## config.mk

```make
export PLATFORM = sky130hd
export DESIGN_NAME = inference_scheduler
export DESIGN_NICKNAME = d
export VERILOG_FILES = /design/src/rtl/inference_scheduler.sv
export SDC_FILE = /design/constraint.sdc
export NUM_CORES = 1
export LEC_CHECK = 0
export ABC_AREA = 1
export CAP_MARGIN = 10
export CORE_UTILIZATION = 40
export DETAILED_ROUTE_END_ITERATION = 8
export GPL_TIMING_DRIVEN = 0
export SYNTH_ARGS = -nofsm -noshare
export SYNTH_HDL_FRONTEND = slang
export SYNTH_SLANG_ARGS = --single-unit
```

## constraint.sdc

```tcl
create_clock -name CLK -period 3.1 [get_ports CLK]
set_input_delay 0.775 -clock CLK [delete_from_list [all_inputs] [get_ports CLK]]
set_output_delay 0.775 -clock CLK [all_outputs]
set_load 0.1 [all_outputs]
```

## src/rtl/inference_scheduler.sv

```systemverilog
// Per-image inference scheduler: core clear, sorter launch, per-class spike counting, early
// stop on threshold, drain window and lowest-index argmax. Optional watchdog: SCHED_TIMEOUT_EN.
module inference_scheduler #(
  parameter int unsigned NUM_CLASSES     = 10,
  parameter int unsigned CLASS_BITS      = $clog2(NUM_CLASSES),
  parameter int unsigned SPIKE_THRESHOLD = 8,
  parameter int unsigned CNT_BITS        = $clog2(SPIKE_THRESHOLD + 1),
  parameter int unsigned DRAIN_CYCLES    = 64,
  parameter int unsigned TIMEOUT_CYCLES  = 65535
) (
  input  logic                  CLK,
  input  logic                  RST_N,
  input  logic                  START,
  output logic                  BUSY,
  output logic                  CORE_RESET_REQ,
  input  logic                  CORE_RESET_ACK,
  output logic                  NEW_IMAGE,
  input  logic                  IMAGE_ENCODED,
  output logic                  INFERENCE_DONE,
  input  logic                  OUT_SPIKE_VALID,
  input  logic [CLASS_BITS-1:0] OUT_SPIKE_ID,
  output logic                  RESULT_VALID,
  output logic [CLASS_BITS-1:0] RESULT_CLASS,
  output logic                  RESULT_TIMEOUT
);

  localparam int unsigned DrainBits = $clog2(DRAIN_CYCLES + 1);
  localparam int unsigned ThrM1I    = SPIKE_THRESHOLD - 1;
  localparam int unsigned LastIdxI  = NUM_CLASSES - 1;

  localparam logic [CLASS_BITS:0]   NumCls  = NUM_CLASSES[CLASS_BITS:0];
  localparam logic [CNT_BITS-1:0]   Thr     = SPIKE_THRESHOLD[CNT_BITS-1:0];
  localparam logic [CNT_BITS-1:0]   ThrM1   = ThrM1I[CNT_BITS-1:0];
  localparam logic [CLASS_BITS-1:0] LastIdx = LastIdxI[CLASS_BITS-1:0];
  localparam logic [DrainBits-1:0]  DrainLd = DRAIN_CYCLES[DrainBits-1:0];

  typedef enum logic [3:0] {
    StIdle, StClear, StLaunch, StArm, StRun, StStop, StDrain, StSelect, StDone
  } state_e;

  state_e                state_q, state_d;
  logic [CNT_BITS-1:0]   cnt_q [NUM_CLASSES];
  logic [CNT_BITS-1:0]   cnt_d [NUM_CLASSES];
  logic [DrainBits-1:0]  drain_q, drain_d;
  logic [CLASS_BITS-1:0] sel_idx_q, sel_idx_d;
  logic [CLASS_BITS-1:0] best_idx_q, best_idx_d;
  logic [CNT_BITS-1:0]   best_cnt_q, best_cnt_d;
  logic                  win_q, win_d;
  logic                  tmo_q, tmo_d;
  logic [CLASS_BITS-1:0] res_class_q, res_class_d;
  logic                  res_timeout_q, res_timeout_d;
  logic                  busy_q, core_reset_req_q, new_image_q, inference_done_q, result_valid_q;

  logic                  spike_ok, spike_hit, wd_expired;
  logic [CNT_BITS-1:0]   spike_cnt, sel_cnt;

  assign spike_ok  = OUT_SPIKE_VALID && ({1'b0, OUT_SPIKE_ID} < NumCls) &&
                     (state_q inside {StArm, StRun, StDrain});
  assign spike_cnt = cnt_q[OUT_SPIKE_ID];
  // Only one spike per cycle, so at most one class can hit threshold at a time.
  assign spike_hit = spike_ok && (spike_cnt == ThrM1);
  assign sel_cnt   = cnt_q[sel_idx_q];

`ifdef SCHED_TIMEOUT_EN
  localparam int unsigned WdBits   = $clog2(TIMEOUT_CYCLES + 1);
  localparam int unsigned WdLastI  = TIMEOUT_CYCLES - 1;
  localparam logic [WdBits-1:0] WdLast = WdLastI[WdBits-1:0];

  logic [WdBits-1:0] wd_q, wd_d;

  assign wd_expired = (wd_q == WdLast);

  always_comb begin
    wd_d = wd_q;
    if (state_q == StLaunch) begin
      wd_d = '0;
    end else if (state_q inside {StArm, StRun}) begin
      wd_d = wd_q + 1'b1;
    end
  end

  always_ff @(posedge CLK or negedge RST_N) begin
    if (!RST_N) begin
      wd_q <= '0;
    end else begin
      wd_q <= wd_d;
    end
  end
`else
  assign wd_expired = 1'b0;
`endif

  always_comb begin
    state_d       = state_q;
    cnt_d         = cnt_q;
    drain_d       = drain_q;
    sel_idx_d     = sel_idx_q;
    best_idx_d    = best_idx_q;
    best_cnt_d    = best_cnt_q;
    win_d         = win_q;
    tmo_d         = tmo_q;
    res_class_d   = res_class_q;
    res_timeout_d = res_timeout_q;

    if (spike_ok && (spike_cnt != Thr)) begin
      cnt_d[OUT_SPIKE_ID] = spike_cnt + 1'b1;
    end

    unique case (state_q)
      StIdle, StDone: begin
        if (START) begin
          state_d       = StClear;
          res_class_d   = '0;
          res_timeout_d = 1'b0;
        end
      end
      StClear: begin
        for (int i = 0; i < NUM_CLASSES; i++) begin
          cnt_d[i] = '0;
        end
        if (CORE_RESET_ACK && IMAGE_ENCODED) begin
          state_d = StLaunch;
        end
      end
      StLaunch: begin
        state_d = StArm;
        win_d   = 1'b0;
        tmo_d   = 1'b0;
      end
      StArm, StRun: begin
        if (spike_hit) begin
          state_d     = StStop;
          win_d       = 1'b1;
          res_class_d = OUT_SPIKE_ID;
        end else if (wd_expired) begin
          state_d = StStop;
          tmo_d   = 1'b1;
        end else if ((state_q == StArm) && !IMAGE_ENCODED) begin
          state_d = StRun;
        end else if ((state_q == StRun) && IMAGE_ENCODED) begin
          state_d = StDrain;
          drain_d = DrainLd;
        end
      end
      StStop: begin
        if (IMAGE_ENCODED) begin
          if (win_q) begin
            state_d = StDone;
          end else begin
            state_d    = StSelect;
            sel_idx_d  = '0;
            best_idx_d = '0;
            best_cnt_d = '0;
          end
        end
      end
      StDrain: begin
        // Sorter is already idle here, so a late winner skips STOP entirely.
        if (spike_hit) begin
          state_d       = StDone;
          res_class_d   = OUT_SPIKE_ID;
          res_timeout_d = 1'b0;
        end else if (drain_q == DrainBits'(1)) begin
          state_d    = StSelect;
          sel_idx_d  = '0;
          best_idx_d = '0;
          best_cnt_d = '0;
        end else begin
          drain_d = drain_q - 1'b1;
        end
      end
      StSelect: begin
        // Strictly-greater replacement keeps ties on the lowest index.
        if (sel_cnt > best_cnt_q) begin
          best_cnt_d = sel_cnt;
          best_idx_d = sel_idx_q;
        end
        if (sel_idx_q == LastIdx) begin
          state_d       = StDone;
          res_class_d   = (best_cnt_d == '0) ? '0 : best_idx_d;
          res_timeout_d = (best_cnt_d == '0) || tmo_q;
        end else begin
          sel_idx_d = sel_idx_q + 1'b1;
        end
      end
      default: state_d = StIdle;
    endcase
  end

  always_ff @(posedge CLK or negedge RST_N) begin
    if (!RST_N) begin
      state_q          <= StIdle;
      for (int i = 0; i < NUM_CLASSES; i++) begin
        cnt_q[i] <= '0;
      end
      drain_q          <= '0;
      sel_idx_q        <= '0;
      best_idx_q       <= '0;
      best_cnt_q       <= '0;
      win_q            <= 1'b0;
      tmo_q            <= 1'b0;
      res_class_q      <= '0;
      res_timeout_q    <= 1'b0;
      busy_q           <= 1'b0;
      core_reset_req_q <= 1'b0;
      new_image_q      <= 1'b0;
      inference_done_q <= 1'b0;
      result_valid_q   <= 1'b0;
    end else begin
      state_q          <= state_d;
      cnt_q            <= cnt_d;
      drain_q          <= drain_d;
      sel_idx_q        <= sel_idx_d;
      best_idx_q       <= best_idx_d;
      best_cnt_q       <= best_cnt_d;
      win_q            <= win_d;
      tmo_q            <= tmo_d;
      res_class_q      <= res_class_d;
      res_timeout_q    <= res_timeout_d;
      // Outputs registered from next state so they track state_q exactly.
      busy_q           <= (state_d != StIdle) && (state_d != StDone);
      core_reset_req_q <= (state_d == StClear);
      new_image_q      <= (state_d == StLaunch);
      inference_done_q <= (state_d == StStop);
      result_valid_q   <= (state_d == StDone);
    end
  end

  assign BUSY           = busy_q;
  assign CORE_RESET_REQ = core_reset_req_q;
  assign NEW_IMAGE      = new_image_q;
  assign INFERENCE_DONE = inference_done_q;
  assign RESULT_VALID   = result_valid_q;
  assign RESULT_CLASS   = res_class_q;
  assign RESULT_TIMEOUT = res_timeout_q;

endmodule

```

==> impl_metrics.env <==
export IMPL_status="completed"
export IMPL_grt_pass1_wl_um=20700
export IMPL_syn_num_nets=692
export IMPL_leakagePower_nw=2.83
export IMPL_cts_made_buffers=9
export IMPL_yosysSeqAreaShare_pct=39.7
export IMPL_grt_pass1_vias=4109
export IMPL_ir_drop_mv=0.720
export IMPL_fmax_ghz=0.343
export IMPL_yosysTopAreaCellShare_pct=39.7
export IMPL_wl_per_cell_um=14.9
export IMPL_nNetsFinal=722
export IMPL_critical_path_top_delay_family="simple AND/OR/NAND/NOR gates"
export IMPL_rrSetupSlack_ps=190
export IMPL_yosys_warnings=0
export IMPL_cp_max_fo=10
export IMPL_vias_per_cell=5.11
export IMPL_rows=39
export IMPL_rsz0062_at_grt="true"
export IMPL_slowest_delay_ps=390
export IMPL_cts_sinks=74
export IMPL_end_kind="register"
export IMPL_totalWireLength_um=12700
export IMPL_ys_top_cells_by_count="nand2_1 (283), dfrtp_1 (74), inv_1 (71)"
export IMPL_grt_overflow_total=0
export IMPL_drive_gt1_share_pct=11.8
export IMPL_dpl_hpwl_um=9510
export IMPL_dieArea_sq_um=12100
export IMPL_synth_top_cells_by_area="dfrtp_1 (40%), nand2_1 (23%), inv_1 (5.7%), nand3_1 (4.9%), o21ai_0 (4.4%)"
export IMPL_finalHoldViolCount=0
export IMPL_syn_inst=672
export IMPL_holdBufCountCts=0
export IMPL_drcViolationCount=0
export IMPL_cts_tree="built"
export IMPL_gp_congestion=0.928
export IMPL_slew_headroom_pct=35.3
export IMPL_min_path_type="in2async"
export IMPL_clk_pin_slew_ps=60
export IMPL_worst_setup_path_start_kind="register"
export IMPL_path_cells="buf_6 > clkinv_4 > buf_8 > nand2_1 > nand3_1 > nand3_1 > nand3_2 > nand2_1 > ha_1 > inv_1 > nor2_1 > o21ai_1 > nand2_1 > nand2_1 > inv_1 > or2_2 > nand2_2 > nand2_1 > o21ai_0 > nand2_1 > nand2_1 > nand2_1"
export IMPL_clk_path_buf_depth=2
export IMPL_gr_usage_all_layers_pct=23.3
export IMPL_initial_core_util_pct=41.0
export IMPL_tightest_slew_ps=968
export IMPL_p_per_area_nw_per_um2=729
export IMPL_cp_arrival_ps=3150
export IMPL_core_sq_um=11400
export IMPL_io_pins=20
export IMPL_crit_type="reg2reg"
export IMPL_fin_crit_ps=2910
export IMPL_synth_area_sq_um=4660
export IMPL_ys_types=41
export IMPL_yosysMostFrequentCell="nand2_1"
export IMPL_clkLatencyLatePin_ps=340
export IMPL_die_y_um=110
export IMPL_dr_pass1_iters=5
export IMPL_io_buffers=18
export IMPL_cap_violations=0
export IMPL_finalCritPeriodShare_pct=93.9
export IMPL_seq_area_sq_um=1850
export IMPL_drt_initial_drc_count=286
export IMPL_ant_nets=0
export IMPL_hold_slack_ps=385
export IMPL_cp_buffers_inverters=5
export IMPL_die_w_um=110
export IMPL_async_reset_ff_share_pct=100
export IMPL_cts_root_buf="clkbuf_16"
export IMPL_antenna_found_initial=0
export IMPL_fin_skew_ps=9.27
export IMPL_finalSetupTns_ps=0
export IMPL_area_growth_pct=16.2
export IMPL_synth_edf_count=0
export IMPL_yosysTopAreaCell="dfrtp_1"
export IMPL_place_area_sq_um=5040
export IMPL_critical_path_required_ps=3330
export IMPL_finalSetupViolations=0
export IMPL_multi_input_area_sq_um=2470
export IMPL_num_vias=4342
export IMPL_n_antenna_cell=0
export IMPL_htree_num_levels=3
export IMPL_drv_slew=0
export IMPL_fin_area_sq_um=5420
export IMPL_ys_flop_type="dfrtp_1"
export IMPL_cpMaxStageDelayCell="dfrtp_1"
export IMPL_syn_area_per_cell_sq_um=6.93
export IMPL_grt_max_degree=41
export IMPL_fill_cells=1130
export IMPL_synth_seq_cells=74
export IMPL_crit_top_cell="nand2_1"
-- logic make-up (layout without fill, tap and decap cells) --
kind of cell	count (synthesis)	after routing	synth area share, %
AO/OA/AOI/OAI	81	81	10.4
AND/OR/NAND/NOR	406	406	37.2
XOR/XNOR	7	7	1.48
adder cells (fa/ha/maj)	10	10	2.69
buffers and inverters	94	128	8.54
flip-flops	74	74	39.7
-- sequential cells by signal, indices dropped and copies added, names as in the netlist --
register        cells
CORE_RESET_REQ      1
best_idx_q          4
best_cnt_q          4
cnt_q              40
state_q             4
BUSY                1
NEW_IMAGE           1
sel_idx_q           4
RESULT_TIMEOUT      1
RESULT_VALID        1
drain_q             7
INFERENCE_DONE      1
RESULT_CLASS        4
win_q               1
-- through the flow --
stage | total power [mW] | cells | setup WS (ps) | util [%]
2_1_floorplan | 2.42 | 672 | 390 | -
3_3_place_gp | 2.85 | 833 | -1340 | 44.1
3_5_place_dp | 2.87 | 834 | -964 | 44.3
4_1_cts | 3.89 | 848 | 36.4 | 47.0
5_1_grt | 4.23 | 849 | -34.9 | 47.6
6_report | 3.95 | 849 | 188 | 47.6
-- path summary, 6_finish.rpt --
check                                              start                           to  depth (start not counted)
worst min-delay path                               RST_N        cnt_q[11]$_DFFE_PN0P_                          1
worst max-delay path            sel_idx_q[0]$_DFFE_PN0P_  RESULT_CLASS[2]$_DFFE_PN0P_                         22
worst max register to register  sel_idx_q[0]$_DFFE_PN0P_  RESULT_CLASS[2]$_DFFE_PN0P_                         22
worst min register to register     cnt_q[24]$_DFFE_PN0P_        cnt_q[24]$_DFFE_PN0P_                          2
max in group asynchronous                          RST_N         state_q[0]$_DFF_PN0_                          2
min in group CLK                   cnt_q[24]$_DFFE_PN0P_        cnt_q[24]$_DFFE_PN0P_                          2
-- report_power, final --
group	switching, mW	total (mW)	internal, mW
Sequential	0.0860	1.17	1.08
Clock	0.385	0.964	0.580
Combinational	1.28	1.82	0.538
Total	1.75	3.95	2.20
-- per-layer routing --
metal	up-vias	track usage [%]	share of wire, %
met3	27	4.09	4.1
met4	0	10.6	2.5
met2	125	36.7	46
li1	2195	-	-
met1	1995	31.0	48
met5	-	0	0
-- cell type report --
class	instances	share of cell area, %
Multi-Input combinational cell	504	45.7
Clock buffer	13	4.80
Sequential cell	74	34.2
Buffer	13	2.31
Clock inverter	2	0.231
Timing Repair Buffer	20	3.79
Inverter	80	5.66
Tap cell	143	3.30
-- layout by cell type (no fill, tap or decap), types with 5 or more instances in the layout --
cell type	count
a21oi_1	11
buf_6	5
clkbuf_16	9
clkdlybuf4s50_1	14
dfrtp_1	73
ha_1	10
inv_1	71
inv_2	5
nand2_1	281
nand2_2	5
nand2_4	5
nand3_1	43
nand3_2	6
nand4_1	6
nor2_1	38
nor2_2	11
o21ai_0	24
o21ai_1	11
o21ai_2	7
o22ai_1	5
o31ai_1	5
-- what timing repair did --
item	in CTS	in global routing
setup buffers	0	1
resized for setup	26	31
setup endpoints to repair	49	45
-- worst register-to-register path, delay by kind of cell (launching register included) --
kind / cells / cell delay, ps
and+or+nand+nor: 14 / 1320
buffers and inverters: 5 / 550
DFF: 1 / 390
adders and majority gates: 1 / 290
AOI/OAI and AO/OA: 2 / 270
No activity file was read; power rests on OpenSTA's default activity.
